<file path="config.mk">
export PLATFORM = sky130hd
export DESIGN_NAME = drum_voice_mixer
export DESIGN_NICKNAME = d
export VERILOG_FILES = /design/src/rtl/drum_voice_mixer.sv
export SDC_FILE = /design/constraint.sdc
export NUM_CORES = 1
export LEC_CHECK = 0
export CORE_MARGIN = 1.5
export CORE_UTILIZATION = 45
export DETAILED_ROUTE_END_ITERATION = 10
export HOLD_SLACK_MARGIN = 0.12
export PLACE_DENSITY = 0.69
export SYNTH_ARGS = -nofsm -noshare
export SYNTH_HDL_FRONTEND = slang
export SYNTH_SLANG_ARGS = --single-unit
</file>
<file path="constraint.sdc">
create_clock -name clk -period 2.6 [get_ports clk]
set_input_delay 0.65 -clock clk [delete_from_list [all_inputs] [get_ports clk]]
set_output_delay 0.65 -clock clk [all_outputs]
set_load 0.01 [all_outputs]
</file>
<file path="src/rtl/drum_voice_mixer.sv">
// drum_voice_mixer
//   Audio output stage: four trigger-started voices replay samples from an
//   external, time-multiplexed sample memory. Once per 256-clock PWM period
//   the active voices are mixed with saturation; the mix becomes the 8-bit
//   PWM duty from the following period onward.
//
// Ports
//   clk, rst_n   system clock, asynchronous active-low reset
//   trig[3:0]    voice trigger levels; a rising edge starts/restarts a voice
//   rd_en        sample memory read strobe
//   rd_addr      {voice[1:0], index}; rd_data returns one clock later
//   rd_data      unsigned PCM sample, 0x80 = silence
//   active[3:0]  voice currently playing
//   sample_tick  one-clock pulse while pwm counter is 0
//   duty         current PWM duty
//   pwm_out      registered PWM output
//   mute[3:0]    present only with MIXER_MUTE_EN defined: a muted voice keeps
//                advancing but issues no read and contributes silence
module drum_voice_mixer #(
    parameter int unsigned SAMPLE_LEN = 4000,
    parameter int unsigned IDX_W      = 12
) (
    input  logic             clk,
    input  logic             rst_n,
    input  logic [3:0]       trig,
    output logic             rd_en,
    output logic [IDX_W+1:0] rd_addr,
    input  logic [7:0]       rd_data,
    output logic [3:0]       active,
    output logic             sample_tick,
    output logic [7:0]       duty,
    output logic             pwm_out
`ifdef MIXER_MUTE_EN
    ,
    input  logic [3:0]       mute
`endif
);

    typedef enum logic [2:0] {
        S_IDLE, S_RD0, S_RD1, S_RD2, S_RD3, S_LAST, S_SAT
    } state_t;

    state_t                  state_q, state_d;
    logic [7:0]              pwm_cnt_q;
    logic [7:0]              duty_q;
    logic [7:0]              duty_nxt_q, duty_nxt_d;
    logic                    pwm_q;
    logic                    tick_q;
    logic [3:0]              trig_q;
    logic [3:0]              pend_q, pend_d;
    logic [3:0]              active_q, active_d;
    logic [3:0]              clr;
    logic [3:0][IDX_W-1:0]   idx_q, idx_d;
    logic signed [9:0]       acc_q, acc_d;
    logic signed [9:0]       smp_s;
    logic                    rd_vld_q, rd_vld_d;
    logic [1:0]              rd_v;
    logic                    rd_slot;
    logic [3:0]              mute_eff;

`ifdef MIXER_MUTE_EN
    assign mute_eff = mute;
`else
    assign mute_eff = '0;
`endif

    // Sample re-centred around zero: 0x80 -> 0.
    assign smp_s = $signed({2'b00, rd_data}) - 10'sd128;

    always_comb begin
        rd_slot = 1'b1;
        rd_v    = 2'd0;
        case (state_q)
            S_RD0:   rd_v = 2'd0;
            S_RD1:   rd_v = 2'd1;
            S_RD2:   rd_v = 2'd2;
            S_RD3:   rd_v = 2'd3;
            default: rd_slot = 1'b0;
        endcase
    end

    always_comb begin
        state_d    = state_q;
        acc_d      = acc_q;
        duty_nxt_d = duty_nxt_q;
        active_d   = active_q;
        idx_d      = idx_q;
        clr        = '0;
        rd_en      = 1'b0;
        rd_addr    = '0;
        rd_vld_d   = 1'b0;

        // Data for a read issued last cycle arrives now.
        if (rd_vld_q) begin
            acc_d = acc_q + smp_s;
        end

        if (rd_slot && active_q[rd_v] && !mute_eff[rd_v]) begin
            rd_en    = 1'b1;
            rd_addr  = {rd_v, idx_q[rd_v]};
            rd_vld_d = 1'b1;
        end

        case (state_q)
            S_IDLE: begin
                if (tick_q) begin
                    state_d = S_RD0;
                    acc_d   = '0;
                end
            end
            S_RD0:  state_d = S_RD1;
            S_RD1:  state_d = S_RD2;
            S_RD2:  state_d = S_RD3;
            S_RD3:  state_d = S_LAST;
            S_LAST: state_d = S_SAT;
            S_SAT: begin
                // Clamp to [-128,127] then offset by 128: the offset is just
                // an inversion of bit 7 of the in-range value.
                if (acc_q > 10'sd127) begin
                    duty_nxt_d = 8'hFF;
                end else if (acc_q < -10'sd128) begin
                    duty_nxt_d = 8'h00;
                end else begin
                    duty_nxt_d = {~acc_q[7], acc_q[6:0]};
                end
                for (int unsigned v = 0; v < 4; v++) begin
                    if (pend_q[v]) begin
                        active_d[v] = 1'b1;
                        idx_d[v]    = '0;
                        clr[v]      = 1'b1;
                    end else if (active_q[v] && idx_q[v] == IDX_W'(SAMPLE_LEN - 1)) begin
                        active_d[v] = 1'b0;
                        idx_d[v]    = '0;
                    end else if (active_q[v]) begin
                        idx_d[v] = idx_q[v] + IDX_W'(1);
                    end
                end
                state_d = S_IDLE;
            end
            default: state_d = S_IDLE;
        endcase

        // A rise in the same cycle as the clear keeps the voice pending.
        pend_d = (pend_q & ~clr) | (trig & ~trig_q);
    end

    always_ff @(posedge clk or negedge rst_n) begin
        if (!rst_n) begin
            state_q    <= S_IDLE;
            pwm_cnt_q  <= '0;
            duty_q     <= 8'h80;
            duty_nxt_q <= 8'h80;
            pwm_q      <= 1'b0;
            tick_q     <= 1'b0;
            trig_q     <= '0;
            pend_q     <= '0;
            active_q   <= '0;
            idx_q      <= '0;
            acc_q      <= '0;
            rd_vld_q   <= 1'b0;
        end else begin
            state_q    <= state_d;
            pwm_cnt_q  <= pwm_cnt_q + 8'd1;
            // Registered so the tick lines up with pwm_cnt==0 yet is 0 in reset.
            tick_q     <= (pwm_cnt_q == 8'hFF);
            if (pwm_cnt_q == 8'hFF) begin
                duty_q <= duty_nxt_q;
            end
            duty_nxt_q <= duty_nxt_d;
            pwm_q      <= (pwm_cnt_q < duty_q);
            trig_q     <= trig;
            pend_q     <= pend_d;
            active_q   <= active_d;
            idx_q      <= idx_d;
            acc_q      <= acc_d;
            rd_vld_q   <= rd_vld_d;
        end
    end

    assign active      = active_q;
    assign sample_tick = tick_q;
    assign duty        = duty_q;
    assign pwm_out     = pwm_q;

endmodule

</file>
==> impl_results.rst, run 1 <==
.. list-table::
   :header-rows: 1

   * - Metric
     - Value
   * - Worst-case vdd ir drop
     - 0.368 mV
   * - Flip-flop cell with the highest count after synthesis
     - sky130_fd_sc_hd__dfrtp_1
   * - Mapped Avg Cell Area
     - roughly 9.7 sq um
   * - Number of sinks driven by the clock tree
     - 100
   * - Proportion of register bits with asynchronous set or reset after synthesis
     - 1.00
   * - Number of buffers and inverters on the critical path
     - 2
   * - Worst stage delay on the critical path
     - a little over 0.5 ns
   * - Yosys warns
     - 0
   * - NumNets Final
     - just under 700
   * - Final setup violation count
     - 12
   * - CTS tree
     - done
   * - Hold WS
     - approximately 0.27 ns
   * - Number of global-route vias before repair
     - approximately 4,400
   * - Post-synthesis instance area
     - between 5000 and 6000 sq um
   * - Number of buffer cells added on primary ports
     - 42
   * - Maximum number of pins on one net before global-route repair
     - between 40 and 50
   * - Routed wire per std cell
     - 15.5 um
   * - GRT Residual Overflow
     - 0
   * - Type of the most critical hold path
     - in2async
   * - Site Rows
     - 40
   * - Maximum clock frequency
     - 0.367 GHz
   * - Ports
     - 43
   * - Launch instance of the worst register-to-register path
     - state_q[1]$_DFFE_PN0P_
   * - Crit path kind
     - reg2out
   * - Relative slew slack
     - 0.605
   * - Number of nets with antenna violations after detailed routing
     - 0
   * - Die W
     - ~110 um
   * - Number of violations reported at the end of detailed-routing iteration 0
     - between 200 and 250
   * - Detailed-route wire length
     - ~13,000 um
   * - Reg2reg setup slack
     - around 0.3 ns
   * - Setup slack after layout
     - -0.125 ns
   * - Power per cell area
     - about 480 nW/um^2
   * - WL met1
     - around 5600 um
   * - Router iterations before antenna repair
     - 4
   * - Number of standard cells after synthesis
     - 577
   * - Hold buffer count at CTS
     - 0
   * - Layout cell share with drive strength beyond 1
     - 0.160
   * - Fin. Hold Viols
     - 0
   * - Setup repair after global routing missed its margin
     - true
   * - Vias after detailed routing
     - ~4,400
   * - Number of inserted diodes
     - 0
   * - Largest delay contributor family on the critical path
     - multiplexers
   * - Via density per instance
     - 5.35
   * - Antenna violations before repair
     - 0
   * - Total GRT Usage
     - 0.208
   * - Placed wire-length estimate after detailed placement
     - slightly above 9000 um
   * - Crit path cell chain
     - nand2b_4, a21oi_4, buf_8, mux4_2, nor2b_1, buf_2
   * - R2R cell count
     - 9
   * - EDFF count, synth
     - 0
   * - Final Skew
     - ~0.0070 ns
   * - Worst slew pin tran
     - around 0.6 ns
   * - Clock edge transition at the registers on the reported setup and hold paths
     - 0.07 ns
   * - Share of the synthesized area in the top cell type
     - 0.439
   * - Number of pins exceeding their max-slew limit in the final report
     - 0
   * - Area added between synthesis and finish
     - 20.5%
   * - Starting utilization of the core area
     - 0.463
   * - Outcome
     - finished with violations
   * - CP startpoint kind
     - register
   * - Most frequent cells after synthesis
     - sky130_fd_sc_hd__dfrtp_1, sky130_fd_sc_hd__nor2_1, sky130_fd_sc_hd__nand2_1
   * - Maximum root-to-sink buffer count
     - 2
   * - Total chip power
     - about 3.2 mW
   * - Routed wl met3
     - ~490 um
   * - Biggest area consumer among synthesized cells
     - sky130_fd_sc_hd__dfrtp_1
   * - Final Cycle Share
     - 1.05
   * - TritonCTS buffer count
     - 9
   * - Number of different library cells in the post-synthesis netlist
     - 57
   * - Worst R2R End
     - acc_q[9]$_DFF_PN0_
   * - Die Y-Extent
     - 114 um
   * - Die ar.
     - between 10,000 and 15,000 sq um
   * - Seq cells post-synth
     - 100
   * - Clock Latency Late Sink
     - approximately 0.34 ns
   * - Routability Congestion
     - between 0.8 and 0.9
   * - Slowest library cell on the worst path
     - sky130_fd_sc_hd__mux4_2
   * - DRC violation count after routing
     - 0
   * - Placeable core region
     - 12,100 sq um
   * - Reported max-cap violation count
     - 0
   * - Part of the Yosys area used for sequential elements
     - 0.449
   * - Reported leakage power
     - just over 3 nW
   * - First-pass GRT wire length
     - ~21,000 um
   * - Top sig layer
     - met4
   * - Failing checks
     - negative setup slack
   * - Placed Cells
     - 793
   * - Data required time of the worst path
     - between 1.5 and 2 ns
   * - Total number of cells along the worst setup path
     - 6
   * - Nets in the synthesized netlist
     - just over 600
   * - Data arrival time of the critical path
     - between 2 and 2.5 ns
   * - Library cell with the highest instance count after synthesis
     - sky130_fd_sc_hd__dfrtp_1
   * - Clock tree root buffer cell
     - sky130_fd_sc_hd__clkbuf_16
   * - H-tree levels
     - 3
   * - Largest fanout on the critical path
     - 7
   * - Min cycle time layout
     - 2.72 ns
   * - Final non-filler cell total
     - between 800 and 900
   * - Area contributors post-synth
     - sky130_fd_sc_hd__dfrtp_1, sky130_fd_sc_hd__nor2_1, sky130_fd_sc_hd__nand2_1
   * - Capturing element type of the critical path
     - primary output
   * - Length of routed met2 wiring
     - between 6000 and 7000 um
cell families (layout without fill, tap and decap cells):
| kind of cell | after synthesis | after routing | share of synthesized area |
|---|---|---|---|
| flip-flops | 100 | 100 | 0.449 |
| XOR/XNOR | 47 | 47 | 0.0737 |
| adder cells (fa/ha/maj) | 22 | 22 | 0.0506 |
| AND/OR/NAND/NOR | 253 | 253 | 0.225 |
| AO/OA/AOI/OAI | 93 | 93 | 0.100 |
| multiplexers | 23 | 23 | 0.0686 |
| buffers and inverters | 39 | 112 | 0.0332 |
layout by cell type, fill, tap and decap left out, drive strengths merged, types with 2 or more instances in the layout:
cell type / n
nor3b: 2
o211ai: 2
mux4: 12
nor2b: 15
a21oi: 15
inv: 21
a211oi: 5
clkbuf: 12
nand4: 17
dfstp: 2
bufinv: 3
a31oi: 4
xor2: 25
xnor2: 22
or4b: 3
nor3: 10
a21o: 4
o21ai: 50
and4: 3
nor2: 90
and3: 7
dfrtp: 98
nand2: 73
a22o: 7
buf: 48
nor4: 4
nand3: 13
clkdlybuf4s50: 26
nand3b: 3
mux2: 2
mux2i: 9
nor4b: 3
ha: 21
o31ai: 4
nand2b: 5
worst max-delay path by stage:
stage	startpoint	end	slack (ns)
6_report	state_q[1]$_DFFE_PN0P_	rd_addr[2]	-0.12
5_1_grt	state_q[1]$_DFFE_PN0P_	rd_addr[1]	-0.20
4_1_cts	state_q[1]$_DFFE_PN0P_	rd_addr[0]	-0.17
3_5_place_dp	rd_data[1]	acc_q[9]$_DFF_PN0_	-0.15
3_3_place_gp	rd_data[0]	acc_q[8]$_DFF_PN0_	-0.07
2_1_floorplan	state_q[1]$_DFFE_PN0P_	rd_addr[5]	0.18
state kept, by name, summed over array words and instances, names as in the netlist:
signal / count
state_q: 3
rd_vld_q: 1
pwm_cnt_q: 8
pwm_out: 1
duty_nxt_q: 8
pend_q: 4
idx_q: 48
sample_tick: 1
active: 4
acc_q: 10
duty: 8
trig_q: 4
report_power, final:
part	switching, mW	total (mW)	internal (mW)
registers	0.000684	1.56	1.56
clock network	0.563	1.55	0.992
logic	0.0553	0.0955	0.0401
per-layer routing:
metal / global-route usage / vias to the layer above
met5: 0 / -
met4: 0.0592 / 0
met1: 0.251 / 2140
met3: 0.0535 / 15
li1: - / 2136
met2: 0.366 / 88
repair_timing:
item	CTS	global route
gates cloned	2	1
gates resized for setup	66	16
pin swaps	3	3
endpoints found under the setup margin	15	15
buffers inserted	7	2
through the flow:
stage	area [sq um]	setup WS, ns	util	setup TNS [ns]
floorplan	5580	0.183	-	0
global placement	6310	-0.0690	0.523	-0.639
detailed placement	6310	-0.155	0.523	-1.39
CTS	6710	-0.171	0.556	-1.79
global route	6730	-0.197	0.558	-2.20
finish	6730	-0.125	0.558	-1.26
area by class of cell:
class                      count  area [sq um]
fill                        1071          5330
sequential                   100          2510
inverter                      21          78.8
tap                          168           210
timing repair buffer          75           648
clock buffer                  12           256
multi-input combinational    438          2930
clock inverter                 4          95.1
Power figures use the tool's default switching activity.
==> run 2, diff against run 1 <==
CORE_MARGIN = 5   (was 1.5)
MAX_ROUTING_LAYER = met4   (was unset)
==> impl_results.rst, run 2 (synthesis results as in run 1) <==
.. list-table::
   :header-rows: 1

   * - Metric
     - Value
   * - Dpl cell area
     - 6330 sq um (was 6310 sq um)
   * - Most repeated library cell on the critical path
     - sky130_fd_sc_hd__buf_6
   * - Worst-case vdd ir drop
     - 0.280 mV (was 0.368 mV)
   * - Switching Share
     - 0.198 (was 0.193)
   * - Final setup violation count
     - 14 (was 12)
   * - Final non-filler cell total
     - 825 (was 818)
   * - Placeable core region
     - 12,100 sq um (about the same)
   * - Router iterations before antenna repair
     - 4 (unchanged)
   * - Clock edge transition at the registers on the reported setup and hold paths
     - 0.06 ns (was 0.07 ns)
   * - Crit path kind
     - reg2out (unchanged)
   * - Die Y-Extent
     - 121 um (was 114 um)
   * - Die W
     - 121 um (was 114 um)
   * - Power Internal
     - 2.49 mW (was 2.59 mW)
   * - Via density per instance
     - 5.44 (was 5.35)
   * - Slowest library cell on the worst path
     - sky130_fd_sc_hd__mux4_2 (unchanged)
   * - Combinational power share
     - 0.031 (was 0.030)
   * - Total GRT Usage
     - 0.187 (was 0.208)
   * - Placed Cells
     - 794 (was 793)
   * - Total chip power
     - 3.11 mW (was 3.21 mW)
   * - Maximum clock frequency
     - 0.356 GHz (was 0.367 GHz)
   * - Setup repair after global routing missed its margin
     - true (unchanged)
   * - Flip-flop count of the largest register, all copies and words added
     - 48 (unchanged)
   * - Data arrival time of the critical path
     - 2.16 ns (was 2.07 ns)
   * - CTS tree
     - done (unchanged)
   * - NumNets Final
     - 688 (was 681)
   * - Cell area after layout
     - 6910 sq um (was 6730 sq um)
   * - Reported leakage power
     - 3.11 nW (was 3.05 nW)
   * - Ports
     - 43 (unchanged)
   * - Failing checks
     - negative setup slack (unchanged)
   * - Number of global-route vias before repair
     - 4,361 (was 4,412)
   * - Relative slew slack
     - 0.623 (was 0.605)
   * - Crit path cell chain
     - buf_6, nand2b_4, a21oi_4, buf_6, buf_6, mux4_2, nor2b_4, buf_6 (was nand2b_4, a21oi_4, buf_8, mux4_2, nor2b_1, buf_2)
   * - End-of-flow core utilization
     - 0.570 (was 0.558)
   * - Setup TNS
     - -1.87 ns (was -1.26 ns)
   * - Hold WS
     - 0.243 ns (was 0.269 ns)
   * - First-pass GRT wire length
     - 21,500 um (was 21,200 um)
   * - Number of buffer cells added on primary ports
     - 42 (unchanged)
   * - Power per cell area
     - 450 nW/um^2 (was 477 nW/um^2)
   * - Clock Latency Late Sink
     - 0.34 ns (about the same)
   * - Commonest cells after routing, fill and taps aside
     - sky130_fd_sc_hd__dfrtp_1, sky130_fd_sc_hd__nor2_1, sky130_fd_sc_hd__nand2_1 (unchanged)
   * - Setup slack after layout
     - -0.211 ns (was -0.125 ns)
   * - Worst stage delay on the critical path
     - 0.49 ns (was 0.51 ns)
   * - Die ar.
     - 14,700 sq um (was 13,100 sq um)
   * - Largest fanout on the critical path
     - 6 (was 7)
   * - Fin. Hold Viols
     - 0 (unchanged)
   * - Number of violations reported at the end of detailed-routing iteration 0
     - 245 (was 224)
   * - Routability Congestion
     - 0.895 (was 0.897)
   * - Net switching power figure
     - 0.614 mW (was 0.619 mW)
   * - Clock tree root buffer cell
     - sky130_fd_sc_hd__clkbuf_16 (unchanged)
   * - Most frequent standard cell in the layout excluding fill and tap cells
     - sky130_fd_sc_hd__dfrtp_1 (unchanged)
   * - Final Cycle Share
     - 1.08 (was 1.05)
   * - Fraction of power consumed by sequential logic
     - 0.502 (was 0.486)
   * - Number of nets with antenna violations after detailed routing
     - 0 (unchanged)
   * - Final Skew
     - 0.00685 ns (was 0.00696 ns)
   * - Number of sinks driven by the clock tree
     - 100 (unchanged)
   * - Hold buffer count at CTS
     - 0 (unchanged)
   * - Area added between synthesis and finish
     - 23.7% (was 20.5%)
   * - Vias after detailed routing
     - 4,484 (was 4,379)
   * - Largest registers
     - idx_q x48, acc_q x10 (unchanged)
   * - Number of pins exceeding their max-slew limit in the final report
     - 0 (unchanged)
   * - Dpl ws
     - -0.148 ns (was -0.155 ns)
   * - H-tree levels
     - 3 (unchanged)
   * - Outcome
     - finished with violations (unchanged)
   * - Maximum number of pins on one net before global-route repair
     - 70 (was 41)
   * - Maximum root-to-sink buffer count
     - 2 (unchanged)
   * - CP startpoint kind
     - register (unchanged)
   * - DRC violation count after routing
     - 0 (unchanged)
   * - Antenna violations before repair
     - 0 (unchanged)
   * - Type of the most critical hold path
     - in2async (unchanged)
   * - GRT Residual Overflow
     - 0 (unchanged)
   * - Routed wire per std cell
     - 15.6 um (was 15.5 um)
   * - Worst slew pin tran
     - 0.560 ns (was 0.590 ns)
   * - Layout cell share with drive strength beyond 1
     - 0.178 (was 0.160)
   * - Min cycle time layout
     - 2.81 ns (was 2.72 ns)
   * - Placed wire-length estimate after detailed placement
     - 9400 um (was 9110 um)
   * - Number of inserted diodes
     - 0 (unchanged)
   * - Clock power share
     - 0.468 (was 0.484)
   * - Starting utilization of the core area
     - 0.461 (was 0.463)
   * - Largest Register
     - idx_q (unchanged)
   * - Data required time of the worst path
     - 1.95 ns (about the same)
   * - Detailed-route wire length
     - 12,900 um (was 12,600 um)
   * - Capturing element type of the critical path
     - primary output (unchanged)
   * - Site Rows
     - 40 (unchanged)
   * - TritonCTS buffer count
     - 9 (unchanged)
   * - Reported max-cap violation count
     - 0 (unchanged)
-- run 2: cell types whose count changed in the layout (fill, tap and decap cells not counted), sizes merged --
| cell | delta |
|---|---|
| clkinvlp | +1 |
| clkdlybuf4s15 | -1 |
| bufinv | -1 |
| dlygate4sd2 | +1 |
| buf | +7 |
-- run 2: worst max-delay path: cells and delay by family, from the launching register on --
kind / cells / cell delay (ns)
buffers and inverters: 4 / 0.51
multiplexers: 1 / 0.49
flip-flops: 1 / 0.41
AO/OA/AOI/OAI: 1 / 0.20
AND/OR/NAND/NOR: 2 / 0.20
-- run 2: per-layer routing --
layer  global-route usage  part of all wire  vias up
met5                    -                 0        -
met1                0.233              0.43     2173
met2                0.306              0.49      124
met3               0.0350             0.052       30
li1                     -                 -     2157
met4               0.0658             0.031        0
-- run 2: final cells by class --
class,instances,area [sq um]
fillers,1054,5210
multi-input cells,438,2990
clock inverters,4,72.6
flip-flops and latches,100,2510
repair buffers,82,792
clock buffers,12,256
inverters,21,78.8
well taps,168,210
-- run 2: power groups by stage --
stage	sequential (mW)	clock (mW)	combinational, mW
after floorplan	1.59	0	0.0283
after global placement	1.59	0	0.0953
after detailed placement	1.59	0	0.0972
after CTS	1.56	1.48	0.0974
after global routing	1.56	1.55	0.108
final	1.56	1.45	0.0949
-- run 2: final timing paths --
path | from | endpoint | slack [ns] | cells past startpoint
setup / recovery | state_q[2]$_DFFE_PN0P_ | rd_addr[7] | -0.21 | 8
hold / removal | rst_n | acc_q[6]$_DFF_PN0_ | 0.24 | 1
setup reg to reg | state_q[0]$_DFFE_PN0P_ | idx_q[20]$_DFFE_PN0P_ | 0.36 | 7
hold reg to reg | trig_q[0]$_DFF_PN0_ | pend_q[0]$_DFF_PN0_ | 0.42 | 1
max in group asynchronous | rst_n | idx_q[23]$_DFFE_PN0P_ | 1.65 | 2
min in group clk | trig_q[0]$_DFF_PN0_ | pend_q[0]$_DFF_PN0_ | 0.42 | 1
-- run 2: timing repair --
item | 4_1_cts | 5_1_grt
gates resized for setup | 79 | 24
cloned | 1 | 1
setup endpoints to repair | 15 | 15
setup buffers | 12 | 3
pin swaps | 3 | 2
==> variant, RTL diff (flow settings as in run 2) <==
Re-encode `state_t` (7 states) as Gray code, 3 bits wide.
--- a/src/rtl/drum_voice_mixer.sv
+++ b/src/rtl/drum_voice_mixer.sv
@@ -39,3 +39,3 @@
     typedef enum logic [2:0] {
-        S_IDLE, S_RD0, S_RD1, S_RD2, S_RD3, S_LAST, S_SAT
+        S_IDLE = 3'b000, S_RD0 = 3'b001, S_RD1 = 3'b011, S_RD2 = 3'b010, S_RD3 = 3'b110, S_LAST = 3'b111, S_SAT = 3'b101
     } state_t;
Behaviour: no difference found for any inputs over 10 cycles, from zero or initial values and one cycle with rst_n low; not proved beyond that.
==> variant against run 2 <==
- largest cell class unchanged
- power fell by 1.9%
- maximum frequency rose by 3.1%
- synthesized area fell by 0.20%
- clock skew rose by 1.8 ps
- count of clock-buffer cells in the layout fell by 3
- worst setup slack improved by 85 ps
- sequential cell count did not move
- critical endpoint is now rd_addr[4]
- cell area rose by 1.2%
- wire length fell by 0.33%
- non-clock buffer count rose by 12
- the run still ends with setup timing left
==> variant: results (changes against run 2) <==
| Metric | Value |
|---|---|
| Post-synth cell types | `54 (-5.3%)` |
| Switching power | `0.684 mW (+11%)` |
| ClkCell Share | `4.41% (-0.36 points)` |
| Met1 Wirelength | `5930 um (+7.0%)` |
| Final HPWL DP | `9340 um (-0.62%)` |
| Status | `finished with violations` |
| Fraction of area in multi-input gates | `43.5% (+0.20 points)` |
| Synth Area in Adders | `5.08% (+0.010 points)` |
| M2 GR Usage | `29.1% (-1.5 points)` |
| Num sequential | `100 (unchanged)` |
| Seq/Total Area, Yosys | `45.0% (+0.091 points)` |
| Mux cell area share after synthesis | `4.18% (-2.7 points)` |
| Met3 Track Usage GR | `3.96% (+0.47 points)` |
| Synth Area in XOR/XNOR | `6.60% (-0.77 points)` |
| Register cell area after layout | `2500 sq um (about the same)` |
| Layout cells sized above 1 | `19.9% (+2.1 points)` |
| Setup Viol. Count Final | `12 (-2)` |
| Synth area leaders | `dfrtp_1 (44%), nor2_1 (5.5%), nand2_1 (5.3%)` |
| First-pass GRT wire length | `22000 um (+2.5%)` |
| Peak supply drop | `0.000300 V (+7.3%)` |
| Met2 routed WL | `6160 um (-2.1%)` |
| Slowest Stage Delay on Critical Path | `420 ps (-70 ps)` |
| Largest net degree at the start of global routing | `47 (-33%)` |
| Synth Area in Compound Gates | `14.8% (+4.7 points)` |
| Failing checks | `setup timing` |
| Via count | `4659 (+3.9%)` |
| Leakage | `3.14 nW (+0.96%)` |
| Logic inverters | `20 (-4.8%)` |
| Met1 Use GR | `25.2% (+1.9 points)` |
| DR WL/cell | `15.0 um (-4.0%)` |
| Worst path arrival time | `2080 ps (-80 ps)` |
| CP top delay family | `multiplexers` |
| Initial DRC count | `315 (+29%)` |
| Final worst slack | `-125 ps (+85.3 ps)` |
==> variant: cell count changes after synthesis, moves of 6 or more <==
cell      delta
nand4_1      -6
o21ai_0     +12
a211oi_1    +10
nand3_1      +8
nor2_1       -7
xor2_1       -6
mux2i_1     +12
a221oi_1    +10
clkbuf_1     +6
mux4_2      -12
nor2b_1      -9
==> variant: cells by family (layout without fill, tap and decap cells) <==
logic type	after synthesis	after routing
buffers and inverters	44	130
flip-flops	100	100
XOR/XNOR	42	42
AND/OR/NAND/NOR	244	244
AO/OA/AOI/OAI	128	128
adder cells (fa/ha/maj)	22	22
multiplexers	23	23
==> variant: path summary, 6_finish.rpt <==
path                            startpoint         end  slack, ps  depth (start not counted)
worst max register to register  state_q[2]    acc_q[9]        310                          8
min in group clk                 trig_q[0]   pend_q[0]        420                          1
max in group asynchronous            rst_n    acc_q[7]       1700                          2
worst min-delay path                 rst_n   idx_q[42]        240                          1
worst max-delay path            state_q[2]  rd_addr[4]       -130                          8
worst min register to register   trig_q[0]   pend_q[0]        420                          1
==> variant: power by group through the flow <==
stage               clock network, mW  registers, mW  logic (mW)
floorplan                           0           1.59      0.0283
global placement                    0           1.59      0.0996
detailed placement                  0           1.59       0.102
CTS                              1.41           1.56       0.103
global route                     1.48           1.56       0.115
finish                           1.39           1.56       0.101
==> variant: repair_timing <==
action	in CTS	in global routing
buffers inserted	11	3
resized for setup	82	24
gates cloned	1	2
setup endpoints to repair	14	16
pin swaps	2	10
==> variant: through the flow <==
step,worst slack [ps],utilization [%],setup TNS (ps)
finish,-125,57.9,-1140
global route,-207,57.9,-2200
global placement,-182,52.8,-1830
CTS,-161,56.6,-1180
floorplan,94.2,-,0
detailed placement,-231,52.8,-2230
